$ cat config.mk
export PLATFORM = sky130hd
export DESIGN_NAME = washer_controller
export DESIGN_NICKNAME = d
export VERILOG_FILES = /design/src/rtl/washer_controller.sv
export SDC_FILE = /design/constraint.sdc
export NUM_CORES = 1
export LEC_CHECK = 0
export CORE_UTILIZATION = 35
export CTS_CLUSTER_DIAMETER = 100
export DETAILED_ROUTE_END_ITERATION = 8
export PLACE_DENSITY = 0.63
export RECOVER_POWER = 100
export SYNTH_ARGS = -nofsm -noshare
export SYNTH_HDL_FRONTEND = slang
export SYNTH_SLANG_ARGS = --single-unit
$ cat constraint.sdc
create_clock -name clk -period 2.5 [get_ports clk]
set_clock_uncertainty 0.2 [all_clocks]
set_input_delay 0.375 -clock clk [delete_from_list [all_inputs] [get_ports clk]]
set_output_delay 0.375 -clock clk [all_outputs]
set_load 0.01 [all_outputs]
$ cat src/rtl/washer_controller.sv
// Washer cycle controller: phase FSM plus a 16-bit phase timer.
// Optional build macro: WM_LID_PAUSE_EN (lid-open pauses; otherwise it aborts).
//
// Ports:
//   clk, rst         rising-edge clock, synchronous active-high reset
//   start, cancel    front-panel start / abort
//   lid              1 = lid open
//   mode1..mode3     quick / normal / heavy select (mode3 has priority)
//   state            FSM state code (IDLE=0 .. PAUSE=5)
//   phase_sel        current phase: 0 soak, 1 wash, 2 rinse, 3 spin
//   *_en             one-hot phase drives
//   timer_enable     timer is counting
//   timer_done       single-cycle phase-expiry strobe
//   counter_out      current phase count
module washer_controller #(
  parameter int unsigned SOAK_T  = 20,
  parameter int unsigned WASH_T  = 30,
  parameter int unsigned RINSE_T = 20,
  parameter int unsigned SPIN_T  = 15
) (
  input  logic        clk,
  input  logic        rst,
  input  logic        start,
  input  logic        cancel,
  input  logic        lid,
  input  logic        mode1,
  input  logic        mode2,
  input  logic        mode3,
  output logic [2:0]  state,
  output logic [1:0]  phase_sel,
  output logic        soak_en,
  output logic        wash_en,
  output logic        rinse_en,
  output logic        spin_en,
  output logic        timer_enable,
  output logic        timer_done,
  output logic [15:0] counter_out
);

  typedef enum logic [2:0] {
    IDLE  = 3'd0,
    SOAK  = 3'd1,
    WASH  = 3'd2,
    RINSE = 3'd3,
    SPIN  = 3'd4,
    PAUSE = 3'd5
  } state_t;

  typedef enum logic [1:0] {
    M_NONE   = 2'd0,
    M_QUICK  = 2'd1,
    M_NORMAL = 2'd2,
    M_HEAVY  = 2'd3
  } mode_t;

  state_t      state_q, state_d;
  mode_t       mode_q, mode_d, mode_sel;
  logic [1:0]  phase_q, phase_d;
  logic [15:0] cnt_q, cnt_d;
  logic [15:0] dur;
  logic        running;
  logic        done;

  always_comb begin
    mode_sel = M_NONE;
    if (mode3)      mode_sel = M_HEAVY;
    else if (mode2) mode_sel = M_NORMAL;
    else if (mode1) mode_sel = M_QUICK;
  end

  always_comb begin
    dur = 16'(SOAK_T);
    unique case (phase_q)
      2'd0: dur = 16'(SOAK_T);
      2'd1: dur = (mode_q == M_HEAVY) ? 16'(2 * WASH_T)
                                      : 16'(WASH_T);
      2'd2: dur = 16'(RINSE_T);
      2'd3: dur = 16'(SPIN_T);
      default: dur = 16'(SOAK_T);
    endcase
  end

  assign running = (state_q == SOAK) || (state_q == WASH) ||
                   (state_q == RINSE) || (state_q == SPIN);
  assign done    = running && (cnt_q == dur - 16'd1);

  always_comb begin
    state_d = state_q;
    phase_d = phase_q;
    mode_d  = mode_q;
    cnt_d   = cnt_q;
    unique case (state_q)
      IDLE: begin
        cnt_d   = 16'd0;
        phase_d = 2'd0;
        mode_d  = M_NONE;
        if (start && !lid && (mode_sel != M_NONE)) begin
          mode_d = mode_sel;
          if (mode_sel == M_QUICK) begin
            state_d = WASH;
            phase_d = 2'd1;
          end else begin
            state_d = SOAK;
          end
        end
      end
      SOAK, WASH, RINSE, SPIN: begin
        if (cancel) begin
          state_d = IDLE;
          phase_d = 2'd0;
          mode_d  = M_NONE;
          cnt_d   = 16'd0;
        end else if (lid) begin
`ifdef WM_LID_PAUSE_EN
          // Counter and phase hold so the phase resumes exactly.
          state_d = PAUSE;
`else
          state_d = IDLE;
          phase_d = 2'd0;
          mode_d  = M_NONE;
          cnt_d   = 16'd0;
`endif
        end else if (done) begin
          cnt_d = 16'd0;
          if (state_q == SPIN) begin
            state_d = IDLE;
            phase_d = 2'd0;
            mode_d  = M_NONE;
          end else begin
            state_d = state_t'(state_q + 3'd1);
            phase_d = phase_q + 2'd1;
          end
        end else begin
          cnt_d = cnt_q + 16'd1;
        end
      end
`ifdef WM_LID_PAUSE_EN
      PAUSE: begin
        if (cancel) begin
          state_d = IDLE;
          phase_d = 2'd0;
          mode_d  = M_NONE;
          cnt_d   = 16'd0;
        end else if (!lid) begin
          state_d = state_t'({1'b0, phase_q} + 3'd1);
        end
      end
`endif
      default: begin
        state_d = IDLE;
        phase_d = 2'd0;
        mode_d  = M_NONE;
        cnt_d   = 16'd0;
      end
    endcase
  end

  always_ff @(posedge clk) begin
    if (rst) begin
      state_q <= IDLE;
      phase_q <= 2'd0;
      mode_q  <= M_NONE;
      cnt_q   <= 16'd0;
    end else begin
      state_q <= state_d;
      phase_q <= phase_d;
      mode_q  <= mode_d;
      cnt_q   <= cnt_d;
    end
  end

  assign state        = state_q;
  assign phase_sel    = phase_q;
  assign soak_en      = running && (phase_q == 2'd0);
  assign wash_en      = running && (phase_q == 2'd1);
  assign rinse_en     = running && (phase_q == 2'd2);
  assign spin_en      = running && (phase_q == 2'd3);
  assign timer_enable = running;
  assign timer_done   = done;
  assign counter_out  = cnt_q;

endmodule

**Yosys cells after proc, flatten, opt, wreduce, memory -nomap -nowiden**

Index checks and enable logic that the tools add are counted.
W data, S select, Z words.

- Bitwise operators: 1
- Add/subtract/negate cells: 4
- Equal/unequal tests: 13
- Reductions and logical operators: 19
- Mux-type cells: 25

Operators with widths:

| cell | number |
|---|---|
| $pmux W16 S3 | 1 |
| $mux W2 | 12 |
| $add A16 B1 Y16 const B | 1 |
| $eq A16 B16 Y1 | 1 |
| $sub A16 B1 Y16 const B | 1 |
| $mux W3 | 5 |
| $ne A4 B4 Y1 const B | 2 |
| $pmux W2 S2 | 2 |
| $logic_and A1 B1 Y1 | 7 |
| $eq A2 B2 Y1 const B | 3 |
| $eq A3 B2 Y1 const B | 2 |
| $mux W6 | 1 |
| $pmux W3 S2 | 1 |
| $reduce_or A5 Y1 | 1 |
| $eq A2 B1 Y1 const B | 2 |
| $reduce_and A2 Y1 | 2 |
| $reduce_or A4 Y1 | 1 |
| $add A3 B1 Y3 const B | 1 |
| $eq A3 B1 Y1 const B | 1 |
| $eq A3 B3 Y1 const B | 1 |
| $logic_not A3 Y1 | 1 |
| $logic_or A1 B1 Y1 | 3 |
| $mux W1 | 3 |
| $add A2 B1 Y2 const B | 1 |
| other kinds (6) | 6 |

- Output and inout bits: 27
- Bits of input ports: 8
- Word-level logic and storage cells: 66
- Register bits: 23

**Logic depth before layout (Yosys ltp)**

- Depth after elaboration: 10
- Mapped depth: 9
- Mapped depth without buffers: 7

**Worst setup path after synthesis**

OpenSTA, ideal clock, no wires.

- Kind: reg2reg
- From: register phase_q[1], in the netlist phase_sel[1]
- To: register state_q[0], in the netlist state[0]
- Period minus slack after synthesis: 2.517 ns
- Required time: 2.179 ns
- Path slack: -0.017 ns
- Stages on the path, launching flop included: 9
- Library setup time: 0.121 ns
- Data arrival time: 2.196 ns
- Cells stage by stage: dfxtp_1 > inv_1 > ha_1 > nor4b_2 > a311oi_1 > or4b_4 > buf_6 > o22ai_1 > mux2_2

- Longest elaborated chain between the ends: 8
- Elaborated cells between the ends (all ways): 11

Ends and longest elaborated chain:

| item | RTL line | RTL |
|---|---|---|
| start, declared | 58 | `logic [1:0] phase_q, phase_d;` |
| start signal, assigned | 166 | `phase_q <= phase_d;` |
| $eq A2 B2 Y1 or $logic_not A2 Y1 (tied branches) | 73 | `unique case (phase_q)` |
| $reduce_or A2 Y1 (no line) | -- |  |
| $pmux W16 S3 * | 73 |  |
| $sub A16 B1 Y16 * | 85 | `assign done = running && (cnt_q == dur - 16'd1);` |
| $eq A16 B16 Y1 * | 85 |  |
| $logic_and A1 B1 Y1 * | 85 |  |
| $ne A4 B4 Y1 (no line) * | -- |  |
| $reduce_and A2 Y1 (no line) * | -- |  |
| end signal, assigned | 165 | `state_q <= state_d;` |
| end, declared | 56 | `state_t state_q, state_d;` |

Mark *: on every way between the ends. The rest lies on a longest branch, timed or not. The select of a mux whose other input is x is not followed.
A chain may end at the register's enable or synchronous reset.

**Worst setup path after layout**

- From: register phase_q[0], in the netlist phase_sel[0]
- To: register phase_q[0], in the netlist phase_sel[0]

- Longest elaborated chain between the ends: 7
- Elaborated cells between the ends (all ways): 16

Ends and longest elaborated chain:

| item | RTL line |
|---|---|
| $eq A2 B2 Y1 or $logic_not A2 Y1 (tied branches) | 73 |
| $reduce_or A2 Y1 (no line) | -- |
| $pmux W16 S3 | 73 |
| $sub A16 B1 Y16 | 85 |
| $eq A16 B16 Y1 | 85 |
| $logic_and A1 B1 Y1 | 85 |
| $ne A4 B4 Y1 (no line) | -- |

Parallel ways exist; a longest one is shown, timed or not. The select of a mux whose other input is x is not followed.

==> impl_summary.md <==
STA
The worst relative slew slack is 63.1%. The post-route clock period utilization is 100%. For this run, the top clock speed supported by timing is 0.399 GHz.

The number of endpoints with negative hold slack in the final report is 0. The final number of setup-violating endpoints is 1. After layout, the worst setup slack is -7.93 ps. The tightest hold margin is 310 ps.

The number of pins exceeding their max-slew limit in the final report is 0. For the pin with the worst max-slew slack, the measured transition is 550 ps. Setup repair after global routing could not meet its margin everywhere. For the final routed database, the setup TNS stands at -7.93 ps. Subtracting the final worst setup slack from the clock period gives 2510 ps.

Yosys
The share of async-settable or async-resettable flops after synthesis is 0%. Counting flops and latches in the post-synthesis netlist gives 23. The count of distinct cell types in the synthesized netlist is 39.

The mapped netlist covers 0.00144 mm^2. Ranked by instance count, the synthesized netlist is headed by sky130_fd_sc_hd__nor2_1 (28), sky130_fd_sc_hd__dfxtp_1 (23), sky130_fd_sc_hd__nand3_1 (14), sky130_fd_sc_hd__ha_1 (12). The average instance in the mapped netlist occupies 8.35 um^2. Yosys attributes the largest share of cell area to sky130_fd_sc_hd__dfxtp_1 (32%), sky130_fd_sc_hd__ha_1 (10%), sky130_fd_sc_hd__nor2_1 (7.3%). Summed over its instances, the top area cell type makes up 32.1% of the synthesized netlist area. Sequential elements use 32.1% of the synthesized area.

The number of instances in the synthesized netlist is 172. The net count after synthesis is 192. The most used flip-flop cell after synthesis is sky130_fd_sc_hd__dfxtp_1. The most repeated cell in the gate-level netlist after synthesis is sky130_fd_sc_hd__nor2_1. The count of flip-flops with a built-in enable after synthesis is 0. The top cell type by total area after synthesis is sky130_fd_sc_hd__dfxtp_1. The Yosys step of the flow raised 0 warnings.

CTS
The TritonCTS buffer count is 3. The total setup buffers inserted after CTS is 0. The clock-pin slew on the worst setup and hold paths is 90 ps. Counting every sink on the clock net gives 23. The tree is rooted in a sky130_fd_sc_hd__clkbuf_8. The count of H-tree levels built during CTS is 1. Counting along the longest clock path gives a buffer depth of 2.

Clock latency on the worst-skew pair, taken at its later pin, is 260 ps. The clock tree from TritonCTS is done.

Floorplanning
Pin placement for this block handled 35 I/O pins. The area of the die is 0.00436 mm^2. The site row count is 22.

The floorplan step set the die height to 66.1 um. The width of the chip is 66.1 um. The area of the core is 0.00380 mm^2.

The initial core utilization is 37.8%.

GRT
The total global routing track utilization is 17.6%. The maximum number of pins on one net before global-route repair is 17. The via count of the first global-routing pass is 1368. The number of antenna violations at the first check in global routing is 0. The first global-routing pass estimated 6.03 mm of wire. The overall overflow remaining after global route is 0.

Drt
The number of optimization iterations in the first detailed-route pass is 4. The average wire per standard cell is 13.0 um. In the routed layout, each cell is associated on average with a via count of 5.10. The DRC marker count from the first detailed-route iteration is 53. The routed wire length is 3.64 mm. The post-detailed-route count of antenna-violating nets is 0. The remaining routing DRC violations is 0. The total via count in the routed design is 1427.

Cells and area
In the final layout, flip-flops and latches occupy 470 um^2. The filler cell count is 350. The area growth from synthesis to layout is 52.3%. Cells with a size suffix above 1 make up 28.4% of the layout. The post-route core utilization is 57.6%. The antenna cell count is 0.

The final net count is 253. The multi-input logic area is 0.00104 mm^2.

Place
The routability congestion estimate is 0.858. Detailed placement ended at an HPWL of 2.78 mm. The worst-case setup slack after placement is -171 ps.

The count of buffers added on input and output ports is 34.

Worst setup path
The largest single stage delay on the critical path is 630 ps. The capturing element type of the critical path is a flip-flop. The signal on the critical path passes through ha_2, nor4b_4, a311oi_2, or4b_4, buf_4, o41a_1, o32ai_1. STA puts the critical path data required time at 2470 ps. The sum of buffers and inverters on the critical path is 1. Among all stages on the critical path, the largest delay is contributed by sky130_fd_sc_hd__or4b_4.

The kind of cell adding the most delay to the critical path is simple AND/OR/NAND/NOR gates. In this run the worst path has a maximum fanout of 6. At the worst endpoint, the arrival time is 2470 ps. The worst setup path is launched from a flip-flop. The category of the critical setup timing path is reg -> reg.

Outcome
The final reports fail on setup timing. The flow ran to the end, but the final reports show violations.

Min path
The class of the tightest hold or removal check is reg -> reg.

Power and ir drop
VDD sags by at most 273 uV. Summed over all cells, the static leakage comes to 0.000910 uW. In this run the power density over the cells is 403 mW/mm^2.

Job
The total of max-cap violations is 0.
==> worst register-to-register path: stages (launching register included) <==
cell                       delay [ps]
sky130_fd_sc_hd__dfxtp_2          370
sky130_fd_sc_hd__ha_2             240
sky130_fd_sc_hd__nor4b_4          270
sky130_fd_sc_hd__a311oi_2         100
sky130_fd_sc_hd__or4b_4           630
sky130_fd_sc_hd__buf_4            160
sky130_fd_sc_hd__o41a_1           310
sky130_fd_sc_hd__o32ai_1          130
==> final cells by class <==
cell class | instances | area share [%]
Multi-Input combinational cell | 135 | 47.7
Clock inverter | 1 | 0.229
Sequential cell | 23 | 21.5
Clock buffer | 3 | 1.89
Inverter | 10 | 1.83
Timing Repair Buffer | 60 | 24.1
Tap cell | 48 | 2.75
==> layout by cell type, fill, tap and decap left out, types with 3 or more instances in the layout <==
| cell type | n |
|---|---|
| sky130_fd_sc_hd__nand2_1 | 9 |
| sky130_fd_sc_hd__clkbuf_8 | 3 |
| sky130_fd_sc_hd__nand3_1 | 14 |
| sky130_fd_sc_hd__clkdlybuf4s50_1 | 10 |
| sky130_fd_sc_hd__xnor2_1 | 6 |
| sky130_fd_sc_hd__dlygate4sd3_1 | 18 |
| sky130_fd_sc_hd__nand2b_1 | 4 |
| sky130_fd_sc_hd__buf_4 | 24 |
| sky130_fd_sc_hd__ha_4 | 3 |
| sky130_fd_sc_hd__nor2_1 | 27 |
| sky130_fd_sc_hd__ha_1 | 8 |
| sky130_fd_sc_hd__and3_1 | 5 |
| sky130_fd_sc_hd__dfxtp_1 | 19 |
| sky130_fd_sc_hd__xor2_1 | 11 |
| sky130_fd_sc_hd__a21oi_1 | 4 |
| sky130_fd_sc_hd__buf_2 | 3 |
| sky130_fd_sc_hd__inv_1 | 8 |
| sky130_fd_sc_hd__and3_4 | 3 |
==> stage by stage <==
stage / cell area [um^2] / total power (uW) / cells
6_report: 2190 / 880 / 280
5_1_grt: 2190 / 933 / 280
4_1_cts: 2130 / 862 / 280
3_5_place_dp: 2010 / 625 / 276
3_3_place_gp: 2010 / 619 / 276
2_1_floorplan: 1440 / 502 / 172
==> kinds of logic after synthesis <==
| kind of cell | after synthesis | synth area share (%) |
|---|---|---|
| simple gates | 84 | 30.3 |
| flops | 23 | 32.1 |
| compound gates | 20 | 10.5 |
| xor+xnor | 17 | 10.4 |
| buf+inv | 14 | 4.79 |
| fa+ha+maj | 12 | 10.5 |
| mux | 2 | 1.57 |
==> where the power goes <==
part	switching, uW	internal, uW	leakage, uW
sequential	13.8	378	0.000188
clock	117	111	0.0000255
combinational	126	135	0.000697
total	256	624	0.000910
==> final timing paths <==
kind         depth (start not counted)                 startpoint                        end  slack, ps
max reg2reg                          7  phase_sel[0]$_SDFFE_PP0P_  phase_sel[0]$_SDFFE_PP0P_         -8
max                                  7  phase_sel[0]$_SDFFE_PP0P_  phase_sel[0]$_SDFFE_PP0P_         -8
min reg2reg                          2     mode_q[0]$_SDFFE_PP0P_     mode_q[0]$_SDFFE_PP0P_        310
min                                  2     mode_q[0]$_SDFFE_PP0P_     mode_q[0]$_SDFFE_PP0P_        310
==> metal layers <==
layer,global-route usage (%),routed length (um),up-vias,part of all wire (%)
met4,1.60,11,0,0.30
met2,31.8,1820,21,50
met3,3.62,85,2,2.3
met5,0,0,-,0
met1,22.0,1720,686,47
li1,-,-,718,-
==> flip-flops by register name (all words and copies together) (netlist names) <==
| name | count |
|---|---|
| phase_sel | 2 |
| mode_q | 2 |
| counter_out | 16 |
| state | 3 |
==> what timing repair did <==
action | in CTS | in global routing
pin swaps | 3 | 8
endpoints found under the setup margin | 28 | 12
hold buffers | 0 | 0
resized for setup | 34 | 23
(Power assumes the default switching activity.)
